$ cat config.mk
export PLATFORM = sky130hd
export DESIGN_NAME = instruction_fetch
export DESIGN_NICKNAME = d
export VERILOG_FILES = /design/src/rtl/instruction_fetch.sv
export SDC_FILE = /design/constraint.sdc
export NUM_CORES = 1
export LEC_CHECK = 0
export ABC_AREA = 1
export BUFFER_PORTS_ARGS = -buffer_cell sky130_fd_sc_hd__clkbuf_2
export CORE_MARGIN = 2
export CORE_UTILIZATION = 59
export CTS_BUF_LIST = sky130_fd_sc_hd__clkbuf_4
export CTS_CLUSTER_DIAMETER = 60
export DETAILED_ROUTE_END_ITERATION = 7
export PLACE_DENSITY = 0.84
export REMOVE_ABC_BUFFERS = 1
export SYNTH_ARGS = -nofsm -noshare
export SYNTH_HDL_FRONTEND = slang
export SYNTH_SLANG_ARGS = --single-unit
$ cat constraint.sdc
create_clock -name clock -period 3.3 [get_ports clock]
set_clock_uncertainty 0.05 [all_clocks]
set_input_delay 0.495 -clock clock [delete_from_list [all_inputs] [get_ports clock]]
set_output_delay 0.495 -clock clock [all_outputs]
set_load 0.02 [all_outputs]
$ cat src/rtl/instruction_fetch.sv
// rtl/instruction_fetch.sv - IF stage with PC, req/ack fetch, skid buffer and IF/ID register; macro IF_BRANCHREG_EN enables BR targets
module instruction_fetch #(
  parameter logic [63:0] RESET_PC = 64'h0,
  parameter logic [31:0] NOP_INSN = 32'hD503201F
) (
  input  logic        clock,
  input  logic        reset,
  input  logic        stall,
  input  logic        PCSrc,
  input  logic        Branchreg,
  input  logic [63:0] add_out,
  input  logic [63:0] read_data1,
  output logic [63:0] imem_addr,
  output logic        imem_req,
  input  logic [31:0] imem_rdata,
  input  logic        imem_ack,
  output logic [31:0] instruction,
  output logic [63:0] PC_out_IF_ID,
  output logic [63:0] PC_branch_link_out,
  output logic        valid_IF_ID
);

  typedef enum logic [1:0] {S_FETCH, S_BUFFER, S_DROP} state_e;

  state_e      state_q, state_d;
  logic [63:0] pc_q, pc_d;
  logic [63:0] redirect_pc_q, redirect_pc_d;
  logic [31:0] buf_insn_q, buf_insn_d;
  logic [63:0] buf_pc_q, buf_pc_d;
  logic [31:0] instr_q, instr_d;
  logic [63:0] pc_ifid_q, pc_ifid_d;
  logic [63:0] link_q, link_d;
  logic        valid_q, valid_d;
  logic [63:0] target;

  // Branch target is always word aligned
`ifdef IF_BRANCHREG_EN
  assign target = (Branchreg ? read_data1 : add_out) & ~64'h3;
`else
  logic unused_branchreg;
  assign unused_branchreg = ^{Branchreg, read_data1};
  assign target = add_out & ~64'h3;
`endif

  // Memory interface: no request while buffering or while in reset
  assign imem_req           = reset && (state_q != S_BUFFER);
  assign imem_addr          = pc_q;
  assign instruction        = instr_q;
  assign PC_out_IF_ID       = pc_ifid_q;
  assign PC_branch_link_out = link_q;
  assign valid_IF_ID        = valid_q;

  // Next-state logic for the fetch FSM, PC, skid buffer and IF/ID register
  always_comb begin
    state_d       = state_q;
    pc_d          = pc_q;
    redirect_pc_d = redirect_pc_q;
    buf_insn_d    = buf_insn_q;
    buf_pc_d      = buf_pc_q;
    instr_d       = instr_q;
    pc_ifid_d     = pc_ifid_q;
    link_d        = link_q;
    valid_d       = valid_q;
    case (state_q)
      S_FETCH: begin
        if (imem_ack) begin
          if (PCSrc) begin
            pc_d    = target;
            instr_d = NOP_INSN;
            valid_d = 1'b0;
          end else if (stall) begin
            buf_insn_d = imem_rdata;
            buf_pc_d   = pc_q;
            pc_d       = pc_q + 64'd4;
            state_d    = S_BUFFER;
          end else begin
            instr_d   = imem_rdata;
            pc_ifid_d = pc_q;
            link_d    = pc_q + 64'd4;
            valid_d   = 1'b1;
            pc_d      = pc_q + 64'd4;
          end
        end else if (PCSrc) begin
          // Address must stay stable until ack, so park the target
          redirect_pc_d = target;
          instr_d       = NOP_INSN;
          valid_d       = 1'b0;
          state_d       = S_DROP;
        end else if (!stall) begin
          instr_d = NOP_INSN;
          valid_d = 1'b0;
        end
      end
      S_BUFFER: begin
        if (PCSrc) begin
          pc_d    = target;
          instr_d = NOP_INSN;
          valid_d = 1'b0;
          state_d = S_FETCH;
        end else if (!stall) begin
          instr_d   = buf_insn_q;
          pc_ifid_d = buf_pc_q;
          link_d    = buf_pc_q + 64'd4;
          valid_d   = 1'b1;
          state_d   = S_FETCH;
        end
      end
      S_DROP: begin
        if (PCSrc) begin
          redirect_pc_d = target;
        end
        if (PCSrc || !stall) begin
          instr_d = NOP_INSN;
          valid_d = 1'b0;
        end
        if (imem_ack) begin
          pc_d    = PCSrc ? target : redirect_pc_q;
          state_d = S_FETCH;
        end
      end
      default: state_d = S_FETCH;
    endcase
  end

  // State registers with asynchronous active-low reset
  always_ff @(posedge clock or negedge reset) begin
    if (!reset) begin
      state_q       <= S_FETCH;
      pc_q          <= RESET_PC;
      redirect_pc_q <= 64'h0;
      buf_insn_q    <= NOP_INSN;
      buf_pc_q      <= 64'h0;
      instr_q       <= NOP_INSN;
      pc_ifid_q     <= 64'h0;
      link_q        <= 64'h0;
      valid_q       <= 1'b0;
    end else begin
      state_q       <= state_d;
      pc_q          <= pc_d;
      redirect_pc_q <= redirect_pc_d;
      buf_insn_q    <= buf_insn_d;
      buf_pc_q      <= buf_pc_d;
      instr_q       <= instr_d;
      pc_ifid_q     <= pc_ifid_d;
      link_q        <= link_d;
      valid_q       <= valid_d;
    end
  end

endmodule

[Word-level counts from Yosys, hierarchy flattened]
Cells that the tools add are included.
Word-level totals
  flip-flop bits (word level): 387
  input bits: 166
  logic and storage cells: 88
Cells by class
  add/subtract/negate cells: 2
  equal/unequal tests: 18
  mux-type cells: 44
  bitwise logic cells: 1
  reduce and logical (&&, ||, !) cells: 14
Operator list (number)
  64-bit two-way mux: 16
  64-bit case mux with 2 select lines: 3
  32-bit two-way mux: 8
  64-bit case mux with 3 select lines: 1
  64-bit by 3-bit adder with 64-bit output (second input constant): 2
  32-bit case mux with 3 select lines: 1
  2-bit inequality test (second input constant): 9
  3-bit inequality test (second input constant): 5
  2-bit two-way mux: 7
  4-bit AND reduction: 3
  1-bit two-way mux: 6
  2-bit case mux with 3 select lines: 1
  6-bit AND reduction: 1
  5-bit AND reduction: 1
  4-bit inequality test (second input constant): 1
  2-bit nonzero test: 2
  1-bit case mux with 3 select lines: 1
  3-bit AND reduction: 1
  3-bit nonzero test: 1
  2-bit by 1-bit equality test with 1-bit output (second input constant): 1
  2-bit equality test (second input constant): 1
  2-bit logical NOT: 1
  2-bit by 1-bit inequality test with 1-bit output (second input constant): 1
  2-bit AND reduction: 1
  other kinds (4): 4

[Logic depth before layout (Yosys ltp)]
  word-level depth: 5
  gate-level depth with buffers: 14

[Least setup slack after synthesis]
Ideal clock, no wire load.
  path type: register to output
  start: register state_q[1]
  end: output imem_req
  arrival time: 1.608 ns
  slack: 1.147 ns
  stages on the path, launching flop included: 7
  path buffers: 3
  cells stage by stage: dfrtp_1 -> inv_1 -> ha_1 -> clkbuf_1 -> clkbuf_1 -> clkbuf_1 -> nor2_1
On the way
  word-level cells in the longest chain between the ends: 2
Ends and longest elaborated chain
  from (decl): RTL line 25  | state_e state_q, state_d;
  from (signal assigned): RTL line 138  | state_q <= state_d;
  2-bit by 1-bit inequality test with 1-bit output: RTL line 46  | assign imem_req = reset && (state_q != S_BUFFER);
  1-bit logical AND: RTL line 46
  to (decl): RTL line 14  | output logic imem_req,
Every way passes these cells.

[Final worst setup path]
Same ends and word-level chain as after synthesis.

==> metrics.txt <==
largest net degree at the start of global routing=123; via count=23.64k; crit share post-route=95.87%; Clock Sinks=around 390; Synth cell types=46; Die X=196.0 um; port bufs=324; DRT Pass-1 Iters=7; DRC=0; Top FF cell, synth=dfrtp_1; cell total after placement=3,610; Worst setup EP type=output pin; H-tree depth=3; clk slew on worst S/H paths=60 ps; CP Launch Type=register; antenna violations before repair=1; GP Congestion=0.9913; die area=0.03841 mm^2; WL/cell=21.28 um; fin cells=approximately 3.9k; PD cells=1042 mW/mm^2; Area growth syn-to-layout=19.33%; setup TNS=0 ps; hpwl dp=56.96 mm; share of layout cells above drive strength 1=just under 20%; HP Start=add_out[18]; number of synthesized flops with an enable pin=0; leakage=12.25 nW; Critical Path AT=2620 ps; Core Box Area=0.03643 mm^2; RR Startpoint=state_q[0]; max-slew violations=0; CTS Root Cell=clkbuf_4; initial core utilization=between 50 and 60%; WP data required=2750 ps; HP Class=in -> reg; cells after synthesis=approximately 2.9k; Worst-Margin Slew=approximately 1200 ps; io pins=392; Final Hold Violating Endpoints=0; Setup crit start=state_q[1]; total global-route track usage=between 40% and 50%; final instance area=0.02595 mm^2; global-route wire length before repair=128.9 mm; RSZ-0062 raised after global routing=false; Initial DRC Count=2,517; TritonCTS buffer count=between 100 and 150; GRT overflow=0; status=finished clean; number of global-route vias before repair=23.32k; Post-CTS Setup Bufs=0; Post-Syn Area per Cell=around 7.4 um^2; total length of routed wires=approximately 82 mm; routed vias/inst=between 6 and 7; CTS tree=done; Fin Hold WS=49.68 ps; FP Rows=70; clock latency at the later pin of the worst-skew pair=840 ps; CP Class=reg -> out; Post-layout nets=3,512; Critical Path Fanout Max=69; number of synthesized register bits=385; FMAX=316.1 MHz; Die H=approximately 200 um; clock buffer depth=3; mapped cell area=0.02175 mm^2; register area share after synthesis=between 40% and 50%; Final ANT Viol Nets=0; relative slew slack=~23%; synthesis warning total=0; # setup viols final=0; Max-cap violations=0; Final Core Density=71.22%; DP Area=0.02380 mm^2; Post-synth ARST share=100.0%; Max VDD drop=0.8220 mV; post-layout min period=between 3000 and 4000 ps
## repair_timing
item | CTS | global route
endpoints found under the setup margin | 1 | 0
resized for setup | 1 | 0
endpoints found under the hold margin | 218 | 0
hold buffers | 95 | 0
## synth_stat cells (all sizes together) (13+ instances only)
cell | instances | area, um^2
buf | 50 | 255.2
clkbuf | 109 | 409.1
nand3 | 125 | 648.1
o211ai | 23 | 172.7
a221oi | 57 | 499.2
nand2 | 931 | 3540
a31oi | 88 | 550.5
nor2 | 380 | 1570
nand4 | 48 | 300.3
inv | 210 | 788.3
mux2 | 35 | 394.1
a21oi | 80 | 411.7
nor3 | 29 | 191.4
dfstp | 26 | 683.2
o21ai | 265 | 1326
xor2 | 48 | 420.4
o221ai | 13 | 113.9
dfrtp | 359 | 8984
a22oi | 23 | 172.7
## report_power, final
part / total (mW) / internal, mW / switching, mW
registers: 9.86 / 7.16 / 2.71
logic: 13.1 / 4.16 / 8.95
clock network: 4.08 / 2.06 / 2.02
## cell families (layout without fill, tap and decap cells)
logic type	count (synthesis)	in the layout	synth area share (%)
XOR/XNOR	60	60	2.417
flip-flops	385	385	44.45
other	0	2	0
buffers and inverters	371	836	6.715
AND/OR/NAND/NOR	1525	1525	29.11
multiplexers	35	35	1.812
adder cells (fa/ha/maj)	6	6	0.3452
AO/OA/AOI/OAI	555	555	15.14
## layer usage
metal	up-vias	global-route usage, %	wire [um]
met4	0	18.57	3363
met3	267	10.52	9458
met2	1598	69.67	38400
li1	10550	-	-
met5	-	0	0
met1	11220	55.83	31170
## stage by stage
step,power [mW],setup slack (ps)
after global routing,28.63,15.15
after floorplan,17.22,-8348
after global placement,21.83,699.6
after detailed placement,22.39,585.8
final,27.05,136.3
after CTS,26.55,116.8
## critical path, stage by stage (launching register included)
cell and delay, ps:
dfrtp_1 410, inv_1 150, ha_4 390, buf_6 510, nor2_1 110, clkbuf_2 180
## area by class of cell
| class | count | area (um^2) |
|---|---|---|
| multi-input cells | 2181 | 10660 |
| fillers | 2861 | 10490 |
| flip-flops and latches | 385 | 9667 |
| repair buffers | 459 | 3039 |
| clock buffers | 151 | 1134 |
| inverters | 212 | 798.3 |
| well taps | 468 | 585.6 |
| clock inverters | 14 | 60.06 |
| diodes | 2 | 5.005 |
## path summary, 6_finish.rpt
check	to	slack (ps)	cells after the start
worst max-delay path	imem_req	140	5
worst min-delay path	imem_addr[18]	50	3
worst max register to register	imem_addr[2]	510	10
worst min register to register	PC_branch_link_out[4]	430	2
max in group asynchronous	imem_addr[33]	1790	3
min in group asynchronous	PC_branch_link_out[2]	190	2
## flip-flops by register name, summed over array words and instances, names as in the netlist
name                count
buf_insn_q             32
buf_pc_q               64
redirect_pc_q          64
valid_IF_ID             1
PC_out_IF_ID           64
state_q                 2
PC_branch_link_out     62
imem_addr              64
instruction            32
## cell usage in the layout, fill, tap and decap left out, types with 48 or more instances in the layout
cell type and instances:
a221oi_1 57, xor2_1 48, a31oi_1 88, o21ai_0 244, nand4_1 48, dlygate4sd3_1 95
inv_1 197, nor2_1 348, a21oi_1 77, nand3_1 122, dfrtp_1 359, clkbuf_4 151
clkbuf_2 322, nand2_1 913
Note: power is estimated with default switching activity, not from simulation.
